`src/rtl/alu_mdu_pkg.sv`:
```
// Shared definitions for the multi-cycle MIPS ALU: opcodes, FSM states, default width.
package alu_pkg;

    localparam int DEFAULT_WIDTH = 32;

    localparam logic [3:0] OP_ADD   = 4'b0000;
    localparam logic [3:0] OP_ADDI  = 4'b0001;
    localparam logic [3:0] OP_LW    = 4'b0010;
    localparam logic [3:0] OP_SW    = 4'b0011;
    localparam logic [3:0] OP_SLL   = 4'b0100;
    localparam logic [3:0] OP_AND   = 4'b0101;
    localparam logic [3:0] OP_ANDI  = 4'b0110;
    localparam logic [3:0] OP_NOR   = 4'b0111;
    localparam logic [3:0] OP_SUB   = 4'b1000;
    localparam logic [3:0] OP_SLT   = 4'b1001;
    localparam logic [3:0] OP_MULTU = 4'b1010;
    localparam logic [3:0] OP_DIVU  = 4'b1011;
    localparam logic [3:0] OP_MFHI  = 4'b1100;
    localparam logic [3:0] OP_MFLO  = 4'b1101;

    typedef enum logic [1:0] {
        S_IDLE,
        S_MUL,
        S_DIV
    } state_e;

endpackage

```
`src/rtl/alu_mdu_if.sv`:
```
// Execute-stage request/result bundle between pipeline control (master) and the ALU (slave).
interface alu_mdu_if
    import alu_pkg::*;
#(
    parameter int WIDTH = DEFAULT_WIDTH
) ();

    logic             start;
    logic [3:0]       control_in;
    logic [WIDTH-1:0] in1;
    logic [WIDTH-1:0] in2;
    logic [WIDTH-1:0] out;
    logic             zero;
    logic             overflow;
    logic             busy;
    logic             done;

    modport master (
        output start, control_in, in1, in2,
        input  out, zero, overflow, busy, done
    );

    modport slave (
        input  start, control_in, in1, in2,
        output out, zero, overflow, busy, done
    );

endinterface

```
`src/rtl/alu_mdu_iter.sv`:
```
// Iterative datapath: one shift-add (MULTU) or restoring shift-subtract (DIVU) step per strobe.
// The next {hi,lo} is exposed combinationally so the final step can be captured by the parent directly.
module alu_mdu_iter
    import alu_pkg::*;
#(
    parameter int WIDTH = DEFAULT_WIDTH
) (
    input  logic             clk,
    input  logic             rst,
    input  logic             load_i,
    input  logic             step_i,
    input  logic             div_i,
    input  logic [WIDTH-1:0] opA_i,
    input  logic [WIDTH-1:0] opB_i,
    output logic [WIDTH-1:0] hiNext_o,
    output logic [WIDTH-1:0] loNext_o
);

    logic [WIDTH-1:0] acc_q, acc_d;
    logic [WIDTH-1:0] low_q, low_d;
    logic [WIDTH-1:0] opB_q;
    logic [WIDTH:0]   sum;
    logic [WIDTH:0]   remShift;
    logic [WIDTH:0]   trial;

    // low_q holds the multiplier (shifting out LSB-first) or the dividend/quotient (shifting MSB-first)
    always_comb begin
        acc_d    = acc_q;
        low_d    = low_q;
        sum      = '0;
        remShift = '0;
        trial    = '0;
        if (div_i) begin
            remShift = {acc_q, low_q[WIDTH-1]};
            trial    = remShift - {1'b0, opB_q};
            if (!trial[WIDTH]) begin
                acc_d = trial[WIDTH-1:0];
                low_d = {low_q[WIDTH-2:0], 1'b1};
            end else begin
                acc_d = remShift[WIDTH-1:0];
                low_d = {low_q[WIDTH-2:0], 1'b0};
            end
        end else begin
            sum            = {1'b0, acc_q} + (low_q[0] ? {1'b0, opB_q} : '0);
            {acc_d, low_d} = {sum, low_q[WIDTH-1:1]};
        end
    end

    always_ff @(posedge clk) begin
        if (rst) begin
            acc_q <= '0;
            low_q <= '0;
            opB_q <= '0;
        end else if (load_i) begin
            acc_q <= '0;
            low_q <= opA_i;
            opB_q <= opB_i;
        end else if (step_i) begin
            acc_q <= acc_d;
            low_q <= low_d;
        end
    end

    assign hiNext_o = acc_d;
    assign loNext_o = low_d;

endmodule

```
`src/rtl/alu_mdu.sv`:
```
// Multi-cycle MIPS ALU: single-cycle ops, iterative MULTU/DIVU with HI/LO, start/busy/done handshake.
module alu_mdu
    import alu_pkg::*;
#(
    parameter int WIDTH = DEFAULT_WIDTH,
    parameter int SHW   = $clog2(WIDTH)
) (
    input logic      clk,
    input logic      rst,
    alu_mdu_if.slave bus
);

    localparam logic [SHW-1:0] CNT_LAST = SHW'(WIDTH - 1);

    state_e           state_q, state_d;
    logic [SHW-1:0]   cnt_q, cnt_d;
    logic [WIDTH-1:0] hi_q, hi_d;
    logic [WIDTH-1:0] lo_q, lo_d;
    logic [WIDTH-1:0] out_q, out_d;
    logic             zero_q, zero_d;
    logic             ovf_q, ovf_d;
    logic             done_q, done_d;

    logic             iterLoad, iterStep;
    logic [WIDTH-1:0] iterHi, iterLo;
    logic [WIDTH-1:0] addB, sumRes, aluResult;
    logic             aluOvf;

    // SUB reuses the adder with a two's-complement operand so overflow has one formula
    always_comb begin
        addB      = (bus.control_in == OP_SUB) ? (~bus.in2 + 1'b1) : bus.in2;
        sumRes    = bus.in1 + addB;
        aluResult = '0;
        aluOvf    = 1'b0;
        case (bus.control_in)
            OP_ADD, OP_ADDI, OP_SUB: begin
                aluResult = sumRes;
                aluOvf    = (bus.in1[WIDTH-1] == addB[WIDTH-1]) &&
                            (sumRes[WIDTH-1] != bus.in1[WIDTH-1]);
            end
            OP_LW, OP_SW:    aluResult = sumRes;
            OP_SLL:          aluResult = bus.in1 << bus.in2[SHW-1:0];
            OP_AND, OP_ANDI: aluResult = bus.in1 & bus.in2;
            OP_NOR:          aluResult = ~(bus.in1 | bus.in2);
            OP_SLT:          aluResult = {{(WIDTH-1){1'b0}}, ($signed(bus.in1) < $signed(bus.in2))};
            OP_MFHI:         aluResult = hi_q;
            OP_MFLO:         aluResult = lo_q;
            default:         aluResult = '0;
        endcase
    end

    always_comb begin
        state_d  = state_q;
        cnt_d    = cnt_q;
        hi_d     = hi_q;
        lo_d     = lo_q;
        out_d    = out_q;
        zero_d   = zero_q;
        ovf_d    = ovf_q;
        done_d   = 1'b0;
        iterLoad = 1'b0;
        iterStep = 1'b0;
        case (state_q)
            S_IDLE: begin
                if (bus.start) begin
                    if (bus.control_in == OP_MULTU) begin
                        iterLoad = 1'b1;
                        cnt_d    = '0;
                        state_d  = S_MUL;
                    end else if (bus.control_in == OP_DIVU && bus.in2 != '0) begin
                        iterLoad = 1'b1;
                        cnt_d    = '0;
                        state_d  = S_DIV;
                    end else if (bus.control_in == OP_DIVU) begin
                        hi_d   = bus.in1;
                        lo_d   = '1;
                        out_d  = '1;
                        zero_d = 1'b0;
                        ovf_d  = 1'b0;
                        done_d = 1'b1;
                    end else begin
                        out_d  = aluResult;
                        zero_d = (aluResult == '0);
                        ovf_d  = aluOvf;
                        done_d = 1'b1;
                    end
                end
            end
            S_MUL, S_DIV: begin
                iterStep = 1'b1;
                cnt_d    = cnt_q + 1'b1;
                if (cnt_q == CNT_LAST) begin
                    hi_d    = iterHi;
                    lo_d    = iterLo;
                    out_d   = iterLo;
                    zero_d  = (iterLo == '0);
                    ovf_d   = 1'b0;
                    done_d  = 1'b1;
                    cnt_d   = '0;
                    state_d = S_IDLE;
                end
            end
            default: state_d = S_IDLE;
        endcase
    end

    always_ff @(posedge clk) begin
        if (rst) begin
            state_q <= S_IDLE;
            cnt_q   <= '0;
            hi_q    <= '0;
            lo_q    <= '0;
            out_q   <= '0;
            zero_q  <= 1'b0;
            ovf_q   <= 1'b0;
            done_q  <= 1'b0;
        end else begin
            state_q <= state_d;
            cnt_q   <= cnt_d;
            hi_q    <= hi_d;
            lo_q    <= lo_d;
            out_q   <= out_d;
            zero_q  <= zero_d;
            ovf_q   <= ovf_d;
            done_q  <= done_d;
        end
    end

    alu_mdu_iter #(.WIDTH(WIDTH)) u_iter (
        .clk      (clk),
        .rst      (rst),
        .load_i   (iterLoad),
        .step_i   (iterStep),
        .div_i    (state_q == S_DIV),
        .opA_i    (bus.in1),
        .opB_i    (bus.in2),
        .hiNext_o (iterHi),
        .loNext_o (iterLo)
    );

    assign bus.out      = out_q;
    assign bus.zero     = zero_q;
    assign bus.overflow = ovf_q;
    assign bus.busy     = (state_q != S_IDLE);
    assign bus.done     = done_q;

endmodule

```
`src/flat_wrapper.sv`:
```
// flat-port wrapper written by rule: the top's interface ports become plain ports
module alu_mdu_flat import alu_pkg::*;
#(
    parameter int WIDTH = DEFAULT_WIDTH,
    parameter int SHW   = $clog2(WIDTH)
)
  (clk, rst, bus_start, bus_control_in, bus_in1, bus_in2, bus_out, bus_zero, bus_overflow, bus_busy, bus_done);
  alu_mdu_if #(.WIDTH(WIDTH)) bus_i ();
  input logic clk;
  input logic rst;
  input wire logic [$bits(bus_i.start)-1:0] bus_start;
  input wire logic [$bits(bus_i.control_in)-1:0] bus_control_in;
  input wire logic [$bits(bus_i.in1)-1:0] bus_in1;
  input wire logic [$bits(bus_i.in2)-1:0] bus_in2;
  output wire logic [$bits(bus_i.out)-1:0] bus_out;
  output wire logic [$bits(bus_i.zero)-1:0] bus_zero;
  output wire logic [$bits(bus_i.overflow)-1:0] bus_overflow;
  output wire logic [$bits(bus_i.busy)-1:0] bus_busy;
  output wire logic [$bits(bus_i.done)-1:0] bus_done;
  assign bus_i.start = bus_start;
  assign bus_i.control_in = bus_control_in;
  assign bus_i.in1 = bus_in1;
  assign bus_i.in2 = bus_in2;
  assign bus_out = bus_i.out;
  assign bus_zero = bus_i.zero;
  assign bus_overflow = bus_i.overflow;
  assign bus_busy = bus_i.busy;
  assign bus_done = bus_i.done;
  alu_mdu #(.WIDTH(WIDTH), .SHW(SHW)) u_core (.clk(clk), .rst(rst), .bus(bus_i));
endmodule
```
`config.mk`:
```
export PLATFORM = sky130hd
export DESIGN_NAME = alu_mdu_flat
export DESIGN_NICKNAME = d
export VERILOG_FILES = /design/src/rtl/alu_mdu_pkg.sv /design/src/rtl/alu_mdu_if.sv /design/src/rtl/alu_mdu_iter.sv /design/src/rtl/alu_mdu.sv /design/src/flat_wrapper.sv
export SDC_FILE = /design/constraint.sdc
export NUM_CORES = 1
export LEC_CHECK = 0
export ABC_AREA = 1
export BUFFER_PORTS_ARGS = -buffer_cell sky130_fd_sc_hd__buf_2
export CORE_MARGIN = 10
export CORE_UTILIZATION = 45
export CTS_CLUSTER_DIAMETER = 150
export DETAILED_ROUTE_END_ITERATION = 8
export PLACE_DENSITY = 0.71
export SLEW_MARGIN = 20
export SYNTH_ARGS = -nofsm -noshare
export SYNTH_HDL_FRONTEND = slang
export SYNTH_SLANG_ARGS = --single-unit
```
`constraint.sdc`:
```
create_clock -name clk -period 7.7 [get_ports clk]
set_input_delay 0.385 -clock clk [delete_from_list [all_inputs] [get_ports clk]]
set_output_delay 0.385 -clock clk [all_outputs]
set_load 0.02 [all_outputs]
```
# Yosys cells after proc, flatten, opt, wreduce, memory -nomap -nowiden
# Index checks and enable logic that the tools add are counted.
# word_totals
reg_bits,202
# classes
bitwise,4
order_cmp,1
n_addsub,5
muxes,59
n_eq_ne,24
n_reduce_logical,19
n_shift,1
# op_table
operator,n
$mux 32,21
$pmux 32 s7,1
$pmux 32 s2,3
$logic_not 32->1,2
$not 32->32,2
$add 32x32->33,1
$sub 33x32->33,1
$add 32x1->32 const B,1
$add 32x32->32,1
$and 32x32->32,1
$lt 32x32->1,1
$or 32x32->32,1
$reduce_bool 32->1,1
$shl 32x5->32,1
$eq 4x4->1 const B,6
$mux 1,21
$mux 5,4
$eq 4x3->1 const B,4
$pmux 5 s2,1
$eq 4x2->1 const B,2
$mux 2,4
$ne 2x2->1 const B,3
$pmux 1 s2,3
$reduce_and 3->1,2
other kinds (19),25

# Logic depth before layout (Yosys ltp)
# depth
depth_word,12
mapped_depth,30

# Cells and area by module
# From an unflattened synthesis, not the netlist that was laid out.
# unflattened
cells_unflattened,3874
area_unflattened_um2,22605.4
# by_module_without_submodules
mod,area_per_inst_um2,n_inst,cells_each
alu_mdu,12618.4,1,2149
alu_mdu_iter,9987.1,1,1725

# Worst setup path after synthesis
# OpenSTA, ideal clock, no wires.
# synth_timing
kind,input port to flip-flop
from,input port bus_in2[0]
to,register u_core.zero_q (netlist: u_core.bus.zero)
cell_stages,25
n_path_buf,2
setup_slack_ps,3804
arrival_ps,3826
required_time_ps,7630
setup_ps,70
path_cell_list,buf_2 -> inv_1 -> buf_2 -> ha_1 -> nand3_4 -> nor3_4 -> nand2_2 -> nor2_1 -> nand3_1 -> nor3_2 -> nand4_2 -> nor2_2 -> nor2_1 -> xor2_1 -> ha_1 -> nand2_1 -> nor4_1 -> nand3_1 -> a21oi_1 -> nor2_1 -> nor2_1 -> nand3_1 -> nor2_1 -> nand3_1 -> a21oi_1
# synth_via
elab_chain_len,11
word_cells_on_any_way,20
classes_between,add/sub (2); order compare (1); eq/ne (1); shift (1); mux (7); bitwise (4); reduce/logical (4)
# synth_rtl
element,line,text
start: declaration,flat_wrapper.sv:14,input wire logic [$bits(bus_i.in2)-1:0] bus_in2;
$not 32->32,alu_mdu.sv:31,addB = (bus.control_in == OP_SUB) ? (~bus.in2 + 1'b1) : bus.in2;
$add 32x1->32,alu_mdu.sv:31,
$mux 32,alu_mdu.sv:31,
$add 32x32->32,alu_mdu.sv:32,sumRes = bus.in1 + addB;
$pmux 32 s7,alu_mdu.sv:35,case (bus.control_in)
$logic_not 32->1,alu_mdu.sv:83,zero_d = (aluResult == '0);
$mux 1,alu_mdu.sv:74,end else if (bus.control_in == OP_DIVU) begin
$mux 1,alu_mdu.sv:70,end else if (bus.control_in == OP_DIVU && bus.in2 != '0) begin
$mux 1,alu_mdu.sv:66,if (bus.control_in == OP_MULTU) begin
$mux 1,alu_mdu.sv:65,if (bus.start) begin
$pmux 1 s2,alu_mdu.sv:63,case (state_q)
end signal: assignment,alu_mdu.sv:123,zero_q <= zero_d;
end: declaration,alu_mdu.sv:20,"logic zero_q, zero_d;"
# Parallel ways exist; a longest one is shown, timed or not. The select of a mux whose other input is x is not followed.
# A chain may end at the register's enable or synchronous reset.

# Final worst setup path
# layout_timing
from,input port bus_in2[0]
to,register u_core.hi_q[7]
# layout_via
elab_chain_len,4
# layout_rtl
element,line,text
$reduce_bool 32->1,alu_mdu.sv:70,
$logic_and 1x1->1,alu_mdu.sv:70,
$ne 2x2->1 (no line),-,
$reduce_and 6->1 (no line),-,
end signal: assignment,alu_mdu.sv:120,hi_q <= hi_d;
end: declaration,alu_mdu.sv:17,"logic [WIDTH-1:0] hi_q, hi_d;"
# No other way between the ends.

==> out/qor.txt <==
status: complete, no violations
die span in x: 233 um
die height: 233 um
final worst path period share: 70.0%
Pwr Total: 3.51 mW
clock tree sinks: 202
Hold-fix buffers, CTS: 0
Post-Syn Area per Cell: 5.98 um2
top sig layer: met5
Worst Setup SP: bus_in2[0]
clk_lat worst skew: 0.55 ns
CTS Buf Count: 24
Synth Cell Area: 20500 um2
GRT Total Usage: 31.3%
DR pass1 iterations: 8
post-cts sizing count: 0
# setup viols final: 0
CTS tree: built
Yosys reg bits: 202
setup ws final: 2.31 ns
ANT nets after route: 0
total wire length: 87600 um
non-filler cells in the finished layout: 4059
hpwl dp: 67800 um
Power Density: 158 nW/um2
final setup TNS: 0 ns
Max-slew headroom: 16.0%
vias per cell: 5.85
DRT met1 WL: 37600 um
crit path to: u_core.hi_q[7]$_SDFFE_PP0P_
filler instances: 4853
most frequent cells in the layout: nand2_1 (908), inv_1 (394), a21oi_1 (355), nand3_1 (331)
Root Driver: clkbuf_16
Max clock buf depth: 3
critical path data required time: 8.18 ns
Clock Skews: 0.0222 ns
CTS H-tree depth: 1
first-pass GRT wire length: 133000 um
Crit Path Category: input port to flop
Slew @ Worst Pin: 1.23 ns
Worst EP arrival: 5.87 ns
placed cell count: 4015
DRT iter0 DRCs: 3044
routed vias: 23700
minimum clock period: 5.39 ns
die area: 54500 um2
I/O Pins: 107
area of the multi-input gates: 14400 um2
CP max FO: 89
largest net degree at the start of global routing: 90
net count after synthesis: 3709
Fmax achieved: 0.185 GHz
nets@finish: 3718
Residual DRC: 0
post-CTS setup buffer count: 0
area delta synth->final: 7.91%
Placer Congestion: 1.08
Max Transition Viols Final: 0
wire length on met2: 36900 um
worst hold slack: 0.243 ns
Worst Reg-to-Reg Cells: 18
Core ar.: 45200 um2
P_leak: 10.9 nW
routed wl met3: 8130 um
post-layout instance area: 22100 um2
post-DR wirelength/cell: 21.6 um
number of global-route vias before repair: 21700
Worst VDD drop: 0.171 mV
RR Startpoint: u_core.u_iter.low_q[31]$_SDFFE_PP0P_
Yosys warnings: 0
Initial Util: 45.4%
Critical Path Start Type: input port
register area: 4040 um2
Unique masters post-synth: 58
Seq/Total Area, Yosys: 19.7%
unrepaired setup endpoints after global routing: false
Hold Vio Cnt, Final: 0
crit path cell chain: buf_2 -> inv_1 -> ha_1 -> nand3_4 -> nor3_4 -> nand2_2 -> nor4_2 -> nand3_1 -> nand2_1 -> nand2_2 -> nand2_1 -> nand2_4 -> inv_4 -> nand2_4 -> inv_2 -> o21ai_0 -> a21oi_1
clk slew on worst S/H paths: 0.06 ns
RR Endpoint: u_core.hi_q[31]$_SDFFE_PP0P_
Cells after Synth: 3432
commonest non-fill, non-tap cell in the layout: nand2_1
Final Util: 49.0%
share of cells above drive strength 1: 6.28%
Critical Path Sink Type: flop
worst hold-check path type: input port to flop
initial antenna violation count: 4
placed cell area: 21400 um2
max-capacitance violation count: 0
Remaining Overflow, GRT: 0
Placement Setup Slack: 1.92 ns
R2R Setup Slk: 3.33 ns
Critical Path Max Stage Delay: 0.90 ns
Worst path slowest cell: inv_2
port buffer count: 106
site row count: 78
## worst max-delay path, delay by kind of cell
| kind | cells | cell delay, ns |
|---|---|---|
| AO/OA/AOI/OAI | 2 | 0.32 |
| adder cells (fa/ha/maj) | 1 | 0.36 |
| buffers and inverters | 4 | 2.50 |
| AND/OR/NAND/NOR | 10 | 2.18 |
## power by group
part / internal (mW) / total [mW] / switching, mW / leakage (nW)
Combinational: 0.348 / 1.23 / 0.879 / 8.88
Clock: 0.659 / 1.14 / 0.482 / 0.378
Sequential: 1.10 / 1.14 / 0.0358 / 1.64
Total: 2.11 / 3.51 / 1.40 / 10.9
## state kept, by name (all words and copies together), names as in the netlist
register             flops
u_core.state_q           2
u_core.u_iter.low_q     32
u_core.bus.zero          1
u_core.cnt_q             5
u_core.bus.overflow      1
u_core.bus.done          1
u_core.lo_q             32
u_core.hi_q             32
u_core.u_iter.opB_q     32
u_core.u_iter.acc_q     32
u_core.bus.out          32
## worst min path at each step
stage,to,start,cells past startpoint
after CTS,u_core.u_iter.low_q[29]$_SDFFE_PP0P_,bus_in1[29],3
after detailed placement,u_core.lo_q[15]$_SDFFE_PP0P_,u_core.lo_q[15]$_SDFFE_PP0P_,2
after floorplan,u_core.lo_q[19]$_SDFFE_PP0P_,u_core.lo_q[19]$_SDFFE_PP0P_,2
after global routing,u_core.u_iter.opB_q[6]$_SDFFE_PP0P_,bus_in2[6],3
final,u_core.u_iter.opB_q[17]$_SDFFE_PP0P_,bus_in2[17],3
after global placement,u_core.lo_q[15]$_SDFFE_PP0P_,u_core.lo_q[15]$_SDFFE_PP0P_,2
## cell usage after synthesis (all sizes together)
cell	instances	area (um2)
or2	25	156
ha	203	2540
o21bai	10	75.1
a21boi	10	78.8
a221oi	9	78.8
o31ai	1	7.51
nand3	333	1680
a21oi	355	1780
or3b	1	8.76
clkbuf	82	309
xor2	46	403
buf	60	315
nand2b	1	6.26
nor2	270	1020
inv	401	1510
nor3b	4	30.0
o221ai	1	8.76
a21o	14	105
o21a	4	30.0
mux2i	5	50.1
a2111oi	1	8.76
nand4	34	219
o211ai	20	150
o21ai	285	1440
fa	3	60.1
o2111ai	11	96.3
o311ai	1	8.76
nand2	913	3450
a31oi	9	56.3
nor3	42	226
a22oi	1	7.51
and2	2	12.5
nor4	13	87.6
xnor2	10	87.6
dfxtp	202	4040
a211oi	36	270
clkinv	2	8.75
nand3b	12	90.1
## kinds of logic after synthesis
family / after synthesis / synth area share, %
XOR/XNOR: 56 / 2.39
AND/OR/NAND/NOR: 1650 / 34.1
buffers and inverters: 545 / 10.4
adder cells (fa/ha/maj): 206 / 12.7
multiplexers: 5 / 0.244
AO/OA/AOI/OAI: 768 / 20.5
flip-flops: 202 / 19.7
## cell type report
| cell class | instances | area share [%] |
|---|---|---|
| Multi-Input combinational cell | 2685 | 64.9 |
| Timing Repair Buffer | 125 | 3.04 |
| Clock buffer | 38 | 3.36 |
| Sequential cell | 202 | 18.3 |
| Tap cell | 600 | 3.39 |
| Antenna cell | 2 | 0.0226 |
| Clock inverter | 4 | 0.119 |
| Inverter | 403 | 6.85 |
## layer usage
| layer | up-vias | global-route usage (%) |
|---|---|---|
| met5 | - | 0 |
| met4 | 4 | 16.3 |
| met3 | 242 | 5.07 |
| met2 | 1195 | 47.1 |
| met1 | 10900 | 42.3 |
| li1 | 11400 | - |
No activity file was read; power rests on OpenSTA's default activity.
